**src/rtl/key_event_gen_pkg.sv**
```systemverilog
`default_nettype none
// ============================================================================
// Module      : key_event_gen_pkg
// Description : Shared key indices and repeat-FSM encoding for the key front-end.
// Revision    : 1.0 - initial release
// ============================================================================
package key_event_gen_pkg;

    localparam int KEY_LEFT    = 0;
    localparam int KEY_RIGHT   = 1;
    localparam int KEY_UP      = 2;
    localparam int KEY_DOWN    = 3;
    localparam int KEY_CONFIRM = 4;
    localparam int KEY_QUIT    = 5;

    typedef enum logic [1:0] {
        RPT_IDLE = 2'd0,
        RPT_HOLD = 2'd1,
        RPT_RPT  = 2'd2
    } rpt_state_t;

    function automatic int max_int(input int a, input int b);
        return (a > b) ? a : b;
    endfunction

endpackage
`default_nettype wire

```
**src/rtl/key_event_ch.sv**
```systemverilog
`default_nettype none
// ============================================================================
// Module      : key_event_ch
// Description : One key line: 2-flop sync, debounce, press/release edges and
//               auto-repeat FSM.
// Revision    : 1.0 - initial release
// ============================================================================
module key_event_ch
    import key_event_gen_pkg::*;
#(
    parameter int DELAY         = 1000,
    parameter int ACTIVE_LOW    = 1,
    parameter int HOLD_CYCLES   = 25000000,
    parameter int REPEAT_CYCLES = 5000000,
    parameter bit REPEAT_EN     = 1'b1
) (
    input  logic clk,
    input  logic reset,
    input  logic key_in,
    output logic key_level,
    output logic press,
    output logic key_release,
    output logic key_repeat
);

    localparam int   c_cnt_w  = $clog2(DELAY);
    localparam int   c_hcnt_w = $clog2(max_int(HOLD_CYCLES, REPEAT_CYCLES));
    localparam logic c_idle_pin = (ACTIVE_LOW != 0) ? 1'b1 : 1'b0;

    localparam logic [c_cnt_w-1:0]  c_cnt_last  = c_cnt_w'(DELAY - 1);
    localparam logic [c_hcnt_w-1:0] c_hold_last = c_hcnt_w'(HOLD_CYCLES - 1);
    localparam logic [c_hcnt_w-1:0] c_rpt_last  = c_hcnt_w'(REPEAT_CYCLES - 1);

    logic                r_sync1;
    logic                r_sync2;
    logic [c_cnt_w-1:0]  r_cnt;
    logic                r_level;
    logic                r_press;
    logic                r_release;
    logic                r_repeat;
    rpt_state_t          r_state;
    logic [c_hcnt_w-1:0] r_hcnt;

    logic w_pressed;
    logic w_toggle;
    logic w_rise;
    logic w_fall;

    assign w_pressed = (ACTIVE_LOW != 0) ? ~r_sync2 : r_sync2;
    assign w_toggle  = (w_pressed != r_level) && (r_cnt == c_cnt_last);
    assign w_rise    = w_toggle &  w_pressed;
    assign w_fall    = w_toggle & ~w_pressed;

    always_ff @(posedge clk) begin
        if (reset) begin
            r_sync1   <= c_idle_pin;
            r_sync2   <= c_idle_pin;
            r_cnt     <= '0;
            r_level   <= 1'b0;
            r_press   <= 1'b0;
            r_release <= 1'b0;
            r_repeat  <= 1'b0;
            r_state   <= RPT_IDLE;
            r_hcnt    <= '0;
        end else begin
            r_sync1 <= key_in;
            r_sync2 <= r_sync1;

            // Any cycle agreeing with the accepted level restarts the stability window.
            if (w_pressed == r_level) begin
                r_cnt <= '0;
            end else if (r_cnt == c_cnt_last) begin
                r_cnt   <= '0;
                r_level <= w_pressed;
            end else begin
                r_cnt <= r_cnt + c_cnt_w'(1);
            end

            r_press   <= w_rise;
            r_release <= w_fall;
            r_repeat  <= 1'b0;

            // Release wins over a repeat falling due in the same cycle.
            if (w_fall || !REPEAT_EN) begin
                r_state <= RPT_IDLE;
                r_hcnt  <= '0;
            end else begin
                case (r_state)
                    RPT_IDLE: begin
                        if (w_rise) begin
                            r_state <= RPT_HOLD;
                            r_hcnt  <= '0;
                        end
                    end
                    RPT_HOLD: begin
                        if (r_hcnt == c_hold_last) begin
                            r_repeat <= 1'b1;
                            r_hcnt   <= '0;
                            r_state  <= RPT_RPT;
                        end else begin
                            r_hcnt <= r_hcnt + c_hcnt_w'(1);
                        end
                    end
                    RPT_RPT: begin
                        if (r_hcnt == c_rpt_last) begin
                            r_repeat <= 1'b1;
                            r_hcnt   <= '0;
                        end else begin
                            r_hcnt <= r_hcnt + c_hcnt_w'(1);
                        end
                    end
                    default: begin
                        r_state <= RPT_IDLE;
                        r_hcnt  <= '0;
                    end
                endcase
            end
        end
    end

    assign key_level   = r_level;
    assign press       = r_press;
    assign key_release = r_release;
    assign key_repeat  = r_repeat;

endmodule
`default_nettype wire

```
**src/rtl/key_event_gen.sv**
```systemverilog
`default_nettype none
// ============================================================================
// Module      : key_event_gen
// Description : Panel-key front-end: per-key debounce/edge/repeat channels
//               plus a combined event flag.
// Revision    : 1.0 - initial release
// ============================================================================
module key_event_gen
    import key_event_gen_pkg::*;
#(
    parameter int                N_KEYS        = 8,
    parameter int                DELAY         = 1000,
    parameter int                ACTIVE_LOW    = 1,
    parameter int                HOLD_CYCLES   = 25000000,
    parameter int                REPEAT_CYCLES = 5000000,
    parameter logic [N_KEYS-1:0] REPEAT_MASK   = 8'h0F
) (
    input  logic              clk,
    input  logic              reset,
    input  logic [N_KEYS-1:0] key_in,
    output logic [N_KEYS-1:0] key_level,
    output logic [N_KEYS-1:0] press,
    output logic [N_KEYS-1:0] key_release,
    output logic [N_KEYS-1:0] key_repeat,
    output logic              any_event
);

    for (genvar i = 0; i < N_KEYS; i++) begin : g_ch
        key_event_ch #(
            .DELAY         (DELAY),
            .ACTIVE_LOW    (ACTIVE_LOW),
            .HOLD_CYCLES   (HOLD_CYCLES),
            .REPEAT_CYCLES (REPEAT_CYCLES),
            .REPEAT_EN     (REPEAT_MASK[i])
        ) u_ch (
            .clk         (clk),
            .reset       (reset),
            .key_in      (key_in[i]),
            .key_level   (key_level[i]),
            .press       (press[i]),
            .key_release (key_release[i]),
            .key_repeat  (key_repeat[i])
        );
    end

    assign any_event = |(press | key_release | key_repeat);

endmodule
`default_nettype wire

```
**config.mk**
```make
export PLATFORM = sky130hd
export DESIGN_NAME = key_event_gen
export DESIGN_NICKNAME = d
export VERILOG_FILES = /design/src/rtl/key_event_gen_pkg.sv /design/src/rtl/key_event_ch.sv /design/src/rtl/key_event_gen.sv
export SDC_FILE = /design/constraint.sdc
export NUM_CORES = 1
export LEC_CHECK = 0
export ABC_AREA = 1
export ABC_CLOCK_PERIOD_IN_PS = 2800
export BUFFER_PORTS_ARGS = -buffer_cell sky130_fd_sc_hd__buf_2
export CORE_ASPECT_RATIO = 1.2
export CORE_MARGIN = 8
export CORE_UTILIZATION = 45
export DETAILED_ROUTE_END_ITERATION = 10
export SETUP_SLACK_MARGIN = 0.15
export SLEW_MARGIN = 20
export SYNTH_ARGS = -nofsm -noshare
export SYNTH_HDL_FRONTEND = slang
export SYNTH_SLANG_ARGS = --single-unit
```
**constraint.sdc**
```tcl
create_clock -name clk -period 2.8 [get_ports clk]
set_input_delay 0.42 -clock clk [delete_from_list [all_inputs] [get_ports clk]]
set_output_delay 0.42 -clock clk [all_outputs]
set_load 0.02 [all_outputs]
```
==> summary.txt <==
Synthesis
  – Post-synth EDFFs: 0
  – Asr flop ratio synth: 0%
  – Count leader, synth: nand2_1
  – Top-area cell type share of the netlist area: about 37%
  – Netlist cell types: ~50
  – Synth cell count leaders: 488 x nand2_1, 273 x nor2_1, 232 x dfxtp_1
  – Mapped Cells: ~1900
  – Yosys warning count: 0
  – Sequential share of the synthesized area: a little under two fifths
  – Area leader, netlist: dfxtp_1
  – Synthesis-stage register bit count: approximately 230
  – Most used DFF post-synth: dfxtp_1
  – Top cells by area, synth: dfxtp_1 37%, nand2_1 15%, nor2_1 8.2%
  – Synthesized area: roughly 0.012 mm2
  – Mapped Avg Cell Area: 6.70 um2

Timing
  – Setup TNS: 0 ns
  – Worst-margin pin slew: 0.817 ns
  – Tmin final: between 2 and 2.5 ns
  – Setup Skew: around 0.024 ns
  – Fin. Hold Viols: 0
  – Hold_ws: roughly 0.068 ns
  – Final setup fails: 0
  – FMAX: between 400 and 500 MHz
  – Relative slew slack: 45.3%
  – RSZ-0062 raised after global routing: no
  – Slew Viols, Final: 0
  – Final Cycle Share: 86.6%

Placement
  – GPL Wtd Cong: roughly 0.92
  – Hpwl dp: a little over 20 mm
  – IO buf count: 38

Clock network
  – # resized after CTS: 0
  – # H-tree levels: 1
  – CTS tree: built
  – Inserted Clock Buffers: 26
  – Cts hold-fix bufs: 0
  – Clock-pin slew of the registers on the worst-case setup and hold paths: approximately 0.060 ns
  – Post-CTS Setup Bufs: 0
  – Clock buffer depth: 3
  – Clk_lat worst skew: about 0.54 ns
  – CTS Sinks: 232
  – Root Buffer: clkbuf_16

Floorplanning
  – Core area: about 0.028 mm2
  – Die ar.: roughly 0.033 mm2
  – Initial cell density of the core: around 45%
  – Die width: between 150 and 200 um
  – Num rows: 67
  – Ports: between 40 and 50
  – Die Ht: just under 200 um

Route
  – ANT nets after route: 0
  – DR pass1 iterations: 5
  – DR vias: 11100
  – Residual DRC: 0
  – Wirelength, routed: about 28 mm
  – Vias per inst: about 5
  – Initial DRC Count: around 530
  – Wirelength per Cell: about 13 um

Min path
  – Hold crit path type: input port to flop

Critical path
  – WP data required: roughly 2.4 ns
  – R2R Setup Slk: 0.75 ns
  – Startpoint Class: flop
  – Worst-path maximum fanout: 2
  – R2r endpoint: g_ch[2].u_ch.r_hcnt[3]
  – Data arrival, critical path: 2.00 ns
  – FF-to-FF path depth: 9
  – Worst R2R Start: g_ch[2].u_ch.r_cnt[0]
  – CP Launch Point: g_ch[2].u_ch.key_repeat
  – Setup Crit Path Kind: flop to output port
  – CP Capture Type: output port
  – Worst setup endpoint: any_event

Final layout
  – Layout cells sized above 1: slightly below 9%
  – Layout area overhead: 9.06%
  – Ant diodes: 0
  – Final core occ: 49.4%
  – Nets: about 1900

Power
  – Worst vdd rail ir drop: a little over 0.4 mV
  – PD cells: around 510 mW/mm2
  – P_leak: 5.26 nW

GRT
  – Total GRT Usage: between 10% and 20%
  – Total grt overflow: 0
  – Vias in the first global route: 10500
  – First-pass GRT wire length: between 40 and 50 mm
  – Pin count of the biggest net entering global routing: 38
  – Initial antenna violation count: 0

Job
  – Max-Cap Viols: 0

Outcome
  – Status: finished clean
-- cell usage in the layout (no fill, tap or decap), drive strengths merged, types with 2 or more instances in the layout --
| cell type | instances |
|---|---|
| o21ai | 31 |
| o211ai | 3 |
| a31o | 2 |
| clkinv | 5 |
| o21a | 9 |
| bufinv | 3 |
| o21bai | 5 |
| a21boi | 3 |
| dfxtp | 232 |
| and2 | 4 |
| and3 | 4 |
| or2 | 20 |
| clkbuf | 39 |
| buf | 47 |
| ha | 28 |
| nor4 | 13 |
| xor2 | 31 |
| xnor2 | 4 |
| conb | 4 |
| a211oi | 2 |
| nor2 | 284 |
| a21o | 5 |
| nand3b | 3 |
| nand3 | 136 |
| a21oi | 141 |
| nor3 | 52 |
| nand4 | 39 |
| nor3b | 21 |
| inv | 220 |
| nand2 | 502 |
-- stage by stage --
stage          setup WS, ns  area, um2  total power, mW  std cells
2_1_floorplan          1.26      12500             3.47       1866
3_3_place_gp          0.800      12700             3.49       2193
3_5_place_dp          0.751      12700             3.50       2193
4_1_cts               0.369      13600             7.07       2240
5_1_grt               0.332      13600             7.21       2240
6_report              0.375      13600             6.94       2240
-- where the power goes --
part	switching (mW)	leakage (nW)	internal, mW	total [mW]
combinational	0.0735	2.95	0.0263	0.0998
sequential	0.00708	1.87	3.32	3.32
clock	1.35	0.443	2.17	3.52
-- critical path, stage by stage, from the launching register on --
cell      delay (ns)
dfxtp_1         0.31
nor4_1          0.49
nand3_1         0.28
nand3b_1        0.23
buf_2           0.17
-- worst min path at each step --
stage                                    start                   end  slack, ns  cells past startpoint
after floorplan           g_ch[0].u_ch.r_sync1  g_ch[0].u_ch.r_sync2       0.39                      1
after detailed placement  g_ch[2].u_ch.r_sync1  g_ch[2].u_ch.r_sync2       0.39                      1
after global placement    g_ch[4].u_ch.r_sync1  g_ch[4].u_ch.r_sync2       0.39                      1
final                                key_in[5]  g_ch[5].u_ch.r_sync1       0.07                      2
after global routing                 key_in[3]  g_ch[3].u_ch.r_sync1       0.05                      2
after CTS                            key_in[5]  g_ch[5].u_ch.r_sync1       0.04                      2
-- metal layers --
metal | global-route usage (%) | vias up | share of wire (%)
li1 | - | 5961 | -
met1 | 20.7 | 4986 | 47
met2 | 30.0 | 127 | 47
met3 | 2.38 | 51 | 3.2
met4 | 4.83 | 0 | 2.3
met5 | 0 | - | 0
-- cell type report --
| cell class | count | area, um2 |
|---|---|---|
| fill | 2798 | 14000 |
| multi-input combinational | 1349 | 6560 |
| sequential | 232 | 4640 |
| inverter | 220 | 826 |
| clock buffer | 39 | 769 |
| tap | 345 | 432 |
| timing repair buffer | 47 | 258 |
| clock inverter | 8 | 130 |
-- sequential cells by signal (all words and copies together), names as in the netlist --
register / count
g_ch.u_ch.r_state: 8
g_ch.u_ch.r_hcnt: 100
g_ch.u_ch.key_level: 8
g_ch.u_ch.r_cnt: 80
g_ch.u_ch.r_sync1: 8
g_ch.u_ch.press: 8
g_ch.u_ch.key_release: 8
g_ch.u_ch.key_repeat: 4
g_ch.u_ch.r_sync2: 8
-- cells by family (layout without fill, tap and decap cells) --
| family | count (synthesis) | count (layout) | share of synthesized area [%] |
|---|---|---|---|
| AO/OA/AOI/OAI | 204 | 204 | 9.51 |
| XOR/XNOR | 35 | 35 | 2.45 |
| adder cells (fa/ha/maj) | 28 | 28 | 2.81 |
| buffers and inverters | 285 | 314 | 10.4 |
| flip-flops | 232 | 232 | 37.2 |
| other | 1 | 4 | 0.0300 |
| AND/OR/NAND/NOR | 1078 | 1078 | 37.6 |
Power figures use the tool's default switching activity.
